$ cat config.mk
export PLATFORM = sky130hd
export DESIGN_NAME = pipeline_hazard_ctrl
export DESIGN_NICKNAME = d
export VERILOG_FILES = /design/src/rtl/pipeline_hazard_ctrl_pkg.sv /design/src/rtl/pipeline_hazard_ctrl_sat_counter.sv /design/src/rtl/pipeline_hazard_ctrl.sv
export SDC_FILE = /design/constraint.sdc
export NUM_CORES = 1
export LEC_CHECK = 0
export ABC_AREA = 1
export CORE_ASPECT_RATIO = 0.6
export CORE_MARGIN = 4
export CORE_UTILIZATION = 36
export DETAILED_ROUTE_END_ITERATION = 8
export PLACE_DENSITY = 0.71
export SLEW_MARGIN = 20
export SYNTH_ARGS = -nofsm -noshare
export SYNTH_HDL_FRONTEND = slang
export SYNTH_SLANG_ARGS = --single-unit
$ cat constraint.sdc
create_clock -name i_clk -period 2.4 [get_ports i_clk]
set_clock_uncertainty 0.1 [all_clocks]
set_input_delay 0.48 -clock i_clk [delete_from_list [all_inputs] [get_ports i_clk]]
set_output_delay 0.48 -clock i_clk [all_outputs]
set_load 0.005 [all_outputs]
$ cat src/rtl/pipeline_hazard_ctrl_pkg.sv
// pipeline_hazard_ctrl_pkg: shared FSM state, control bundle and hazard helper for the pipeline hazard controller.
package pipeline_hazard_ctrl_pkg;

    localparam int MAX_WAIT_DEF = 15;

    typedef enum logic [1:0] {RUN, MEM_WAIT, ERROR} hz_state_e;

    typedef struct packed {
        logic pc_write;
        logic ifid_write;
        logic idex_write;
        logic exmem_write;
        logic ifid_flush;
        logic idex_bubble;
    } pipeline_control_t;

    localparam pipeline_control_t CTRL_HOLD     = pipeline_control_t'(6'b000000);
    localparam pipeline_control_t CTRL_RUN      = pipeline_control_t'(6'b111100);
    localparam pipeline_control_t CTRL_LOAD_USE = pipeline_control_t'(6'b001101);
    localparam pipeline_control_t CTRL_FLUSH    = pipeline_control_t'(6'b111111);

    function automatic logic load_use(input logic [4:0] rs1, input logic [4:0] rs2,
                                      input logic uses_rs1, input logic uses_rs2,
                                      input logic [4:0] rd, input logic mem_read);
        return mem_read && rd != 5'd0 && ((uses_rs1 && rs1 == rd) || (uses_rs2 && rs2 == rd));
    endfunction

endpackage

$ cat src/rtl/pipeline_hazard_ctrl_sat_counter.sv
// sat_counter: saturating up-counter with synchronous clear taking priority over increment.
module sat_counter #(
    parameter int W = 32
) (
    input  logic         i_clk,
    input  logic         i_rst_n,
    input  logic         i_clr,
    input  logic         i_inc,
    output logic [W-1:0] o_cnt
);
    logic [W-1:0] r_cnt;

    always_ff @(posedge i_clk or negedge i_rst_n) begin
        if (!i_rst_n)
            r_cnt <= '0;
        else if (i_clr)
            r_cnt <= '0;
        else if (i_inc && r_cnt != '1)
            r_cnt <= r_cnt + W'(1);
    end

    assign o_cnt = r_cnt;
endmodule

$ cat src/rtl/pipeline_hazard_ctrl.sv
// pipeline_hazard_ctrl: Mealy stall/flush control for load-use, taken-branch and memory-wait hazards,
// with a memory-timeout error state and saturating stall/flush performance counters.
module pipeline_hazard_ctrl
    import pipeline_hazard_ctrl_pkg::*;
#(
    parameter int MAX_WAIT = MAX_WAIT_DEF,
    parameter int CNT_W    = 32
) (
    input  logic             i_clk,
    input  logic             i_rst_n,
    input  logic [4:0]       i_ifid_rs1,
    input  logic [4:0]       i_ifid_rs2,
    input  logic             i_ifid_uses_rs1,
    input  logic             i_ifid_uses_rs2,
    input  logic [4:0]       i_idex_rd,
    input  logic             i_idex_mem_read,
    input  logic             i_ex_branch_taken,
    input  logic             i_mem_req,
    input  logic             i_mem_ready,
    input  logic             i_clear_counters,
    output logic             o_pc_write,
    output logic             o_ifid_write,
    output logic             o_idex_write,
    output logic             o_exmem_write,
    output logic             o_ifid_flush,
    output logic             o_idex_bubble,
    output logic [CNT_W-1:0] o_stall_count,
    output logic [CNT_W-1:0] o_flush_count,
    output logic             o_busy,
    output logic             o_err
);
    localparam int WW = $clog2(MAX_WAIT + 1);

    hz_state_e         r_state, w_next;
    logic [WW-1:0]     r_wait, w_wait_next, w_wait_inc;
    logic              r_err, w_stall;
    pipeline_control_t w_hz, w_ctrl;

    assign w_stall    = i_mem_req & ~i_mem_ready;
    assign w_wait_inc = r_wait + WW'(1);
    // A taken branch squashes the dependent instruction, so it outranks load-use.
    assign w_hz = i_ex_branch_taken ? CTRL_FLUSH :
                  load_use(i_ifid_rs1, i_ifid_rs2, i_ifid_uses_rs1, i_ifid_uses_rs2,
                           i_idex_rd, i_idex_mem_read) ? CTRL_LOAD_USE : CTRL_RUN;

    // The wait count includes the RUN cycle that first sees the stall.
    always_comb begin
        w_ctrl      = CTRL_HOLD;
        w_next      = r_state;
        w_wait_next = r_wait;
        if (r_state != ERROR) begin
            if (w_stall) begin
                w_next      = (w_wait_inc == WW'(MAX_WAIT)) ? ERROR : MEM_WAIT;
                w_wait_next = w_wait_inc;
            end else begin
                w_ctrl      = w_hz;
                w_next      = RUN;
                w_wait_next = '0;
            end
        end
    end

    always_ff @(posedge i_clk or negedge i_rst_n) begin
        if (!i_rst_n) begin
            r_state <= RUN;
            r_wait  <= '0;
            r_err   <= 1'b0;
        end else begin
            r_state <= w_next;
            r_wait  <= w_wait_next;
            r_err   <= r_err | (w_next == ERROR);
        end
    end

    assign o_pc_write    = i_rst_n & w_ctrl.pc_write;
    assign o_ifid_write  = i_rst_n & w_ctrl.ifid_write;
    assign o_idex_write  = i_rst_n & w_ctrl.idex_write;
    assign o_exmem_write = i_rst_n & w_ctrl.exmem_write;
    assign o_ifid_flush  = i_rst_n & w_ctrl.ifid_flush;
    assign o_idex_bubble = i_rst_n & w_ctrl.idex_bubble;
    assign o_busy        = i_rst_n & (r_state != RUN);
    assign o_err         = r_err;

    sat_counter #(.W(CNT_W)) u_stall_cnt (
        .i_clk   (i_clk),
        .i_rst_n (i_rst_n),
        .i_clr   (i_clear_counters),
        .i_inc   (~o_pc_write),
        .o_cnt   (o_stall_count)
    );

    sat_counter #(.W(CNT_W)) u_flush_cnt (
        .i_clk   (i_clk),
        .i_rst_n (i_rst_n),
        .i_clr   (i_clear_counters),
        .i_inc   (o_ifid_flush),
        .o_cnt   (o_flush_count)
    );
endmodule

==> run_results.csv <==
group,metric,value,unit
floorplanning,core_area,0.0137,sq mm
critical_path,reg2reg_setup_slack,0.24,ns
global_routing,grt.total_usage,0.196,
yosys,synth_top_family_by_area,"simple AND/OR/NAND/NOR gates",
yosys,yosys-mux-area-fraction,0,
drt,drc_errors,0,
timing,period_needed,2.32,ns
pwr,ir_worst_vdd,0.408,mV
drt,wl_met2,5450,microns
pwr,power.density,480,mW/mm^2
yosys,postSynthCellCount,770,
yosys,ys.flop_type,"dfrtp_1",
clocking,cts_sinks,71,
critical_path,timing.rr.start,"u_stall_cnt.o_cnt[1]",
drt,routed.top_layer,"met5",
cells_and_area,area_growth,32.3,%
critical_path,worstSetupEndpointType,"output port",
yosys,seq_area_frac_synth,0.353,
clocking,htreeDepth,3,
critical_path,ff2ff_path_depth,11,
cells_and_area,final_cell_area,0.00666,sq mm
critical_path,cp_slowest_stage_delay,0.45,ns
drt,post_drt_wl_per_cell,14.5,microns
drt,dr.pass1.iters,5,
placement,post_dp_cell_area,0.00630,sq mm
critical_path,path_cells,"clkdlybuf4s50_1 -> inv_1 -> or2_4 -> nand3_2 -> inv_1 -> buf_4 -> dlygate4sd2_1",
floorplanning,num_rows,33,
placement,post-place-ws,-0.355,ns
clocking,numCtsBuffers,9,
yosys,synth_fa_ha_area_frac,0.00994,
yosys,ys_ff_latch,71,
global_routing,grt_max_degree,72,
yosys,synth_compound_area_frac,0.0455,
drt,ant_nets,0,
global_routing,globalRouteOverflowTotal,0,
yosys,ys_async_sr_fraction,1.00,
yosys,ys_types,32,
critical_path,cp_common_cell,"inv_1",
timing,finalHoldViolCount,0,
job,cap_violations,0,
run_status,run_status,"finished, final reports clean",
timing,slew_violations,0,
yosys,yosysWarningCount,0,
clocking,hold_buffers,0,
drt,vias,5312,
critical_path,cp-start-kind,"input pin",
timing,worst_pin_slew,0.940,ns
critical_path,crit_type,"input pin to output port",
global_routing,antenna_found_initial,1,
pwr,power,3.20,mW
drt,drt_iter0_markers,405,
global_routing,grt_pass1_vias,4578,
cells_and_area,nets,905,
critical_path,crit_family,"buffers and inverters",
timing,setup_viol,0,
clocking,cts_root_buf,"clkbuf_16",
drt,met3_length,2150,microns
floorplanning,fp.dieArea,0.0160,sq mm
clocking,cts_max_path_buffers,2,
timing,post-route-period-util,0.967,
floorplanning,io_pins,96,
timing,fmax,431,MHz
cells_and_area,layout-drive-gt1-share,0.0964,
clocking,clk_latency,0.33,ns
timing,final.setup.worst_slack,0.0788,ns
critical_path,worstPathRequired,1.82,ns
critical_path,r2r-end,"u_stall_cnt.o_cnt[7]",
global_routing,grt_pass1_wl,25100,microns
clocking,tritoncts,"built",
cells_and_area,diodes,0,
placement,numPortBuffers,95,
yosys,synth_fp_nets,798,
floorplanning,die_h,99.6,microns
yosys,syn_avg_cell_area,6.54,sq um
placement,post-dp-hpwl,12100,microns
floorplanning,die_w,161,microns
yosys,yosys.area_share.simple,0.441,
critical_path,worstPathArrival,1.74,ns
worst_hold_path,hold_class,"input pin to async pin",
floorplanning,initial_core_util,0.368,
critical_path,critPathBufInv,5,
critical_path,cp_slowest_cell,"clkdlybuf4s50_1",
timing,slew-limit-headroom,0.374,
timing,grt_setup_unrepaired,"false",
drt,wl_met1,7880,microns
drt,finalWirelength,15600,microns
drt,vias_per_cell,4.95,
yosys,syn_area,0.00503,sq mm
yosys,synth_edf_count,0,
placement,place_congestion,1.02,
clocking,clk_pin_slew,0.06,ns
yosys,synth-xor-area-share,0.0609,
critical_path,critPathMaxFanout,3,
pwr,p_leak,2.92,nW
clocking,cts_setup_buffers,0,
final cells by class:
type / count / area (sq um)
sequential: 71 / 1780
inverter: 83 / 317
multi-input combinational: 594 / 2830
fill: 1378 / 7010
clock inverter: 6 / 133
clock buffer: 10 / 229
timing repair buffer: 118 / 1140
tap: 192 / 240
per-stage QoR:
step,cells,utilization,TNS (ns),hold slack (ns)
floorplan,770,-,0,0.0844
global placement,1058,0.461,-1.53,0.356
detailed placement,1058,0.461,-1.65,0.367
CTS,1074,0.487,-0.0772,0.346
global route,1074,0.487,0,0.398
finish,1074,0.487,0,0.314
logic make-up (layout without fill, tap and decap cells):
family,after synthesis,in the layout
buffers and inverters,105,217
adders and majority gates,4,4
xor gates and xnor gates,35,35
and+or+nand+nor,517,517
AOI/OAI and AO/OA,38,38
DFF,71,71
cell usage in the layout (no fill, tap or decap), drive strengths merged:
cell and n:
a21oi 4, buf 25, bufinv 4, clkbuf 12, clkdlybuf4s50 81, clkinv 1
clkinvlp 1, dfrtp 71, dlygate4sd2 8, dlymetal6s2s 2, ha 4, inv 83
nand2 265, nand3 65, nand3b 1, nand4 20, nor2 127, nor3 36
nor3b 1, o21a 1, o21ai 29, o31ai 4, or2 2, xnor2 12
xor2 23
flip-flops by register name, summed over array words and instances, names as in the netlist:
register / count
o_err: 1
u_stall_cnt.o_cnt: 32
r_state: 2
u_flush_cnt.o_cnt: 32
r_wait: 4
cells in the mapped netlist (2+ instances only):
library cell    n  area (sq um)
dfrtp_1        71          1780
buf_2           2          10.0
inv_4           2          12.5
nor2_1        120           450
nand2_1       259           972
inv_2           5          18.8
or2_2           2          12.5
o21ai_0        22           110
inv_1          76           285
o31ai_1         4          30.0
a21oi_1         4          20.0
clkbuf_1       11          41.3
xnor2_1        12           105
nand4_1        20           125
nor3_1         31           155
o21ai_2         7          61.3
ha_1            4          50.1
nand2_2         5          31.3
nor2_2          5          31.3
buf_4           5          37.5
nand3_1        64           320
buf_6           4          45.0
nor3_2          4          40.0
xor2_1         23           201
repair_timing:
| item | CTS | global route |
|---|---|---|
| pin swaps | 0 | 4 |
| gates resized for setup | 18 | 11 |
| hold endpoints to repair | 0 | 0 |
| setup endpoints to repair | 6 | 38 |
how the worst max path moves through the flow:
| stage | startpoint | endpoint | slack [ns] | cells past startpoint |
|---|---|---|---|---|
| 6_report | i_mem_req | o_exmem_write | 0.08 | 7 |
| 5_1_grt | i_mem_req | o_idex_write | 0.01 | 7 |
| 4_1_cts | i_ifid_rs2[1] | o_ifid_write | -0.04 | 11 |
| 3_5_place_dp | i_idex_rd[4] | o_idex_bubble | -0.36 | 10 |
| 3_3_place_gp | i_idex_rd[4] | o_idex_bubble | -0.32 | 10 |
| 2_1_floorplan | u_stall_cnt.o_cnt[0] | u_stall_cnt.o_cnt[2] | 0.53 | 11 |
power breakdown:
group,switching (mW),leakage (nW),internal [mW]
sequential,0.0185,0.980,1.21
clock,0.535,0.173,1.12
combinational,0.183,1.77,0.128
routing by layer:
layer,up-vias,GRT usage
li1,2650,-
met1,2392,0.313
met2,257,0.235
met3,11,0.0882
met4,2,0.0337
met5,-,0
Note: power is estimated with default switching activity, not from simulation.
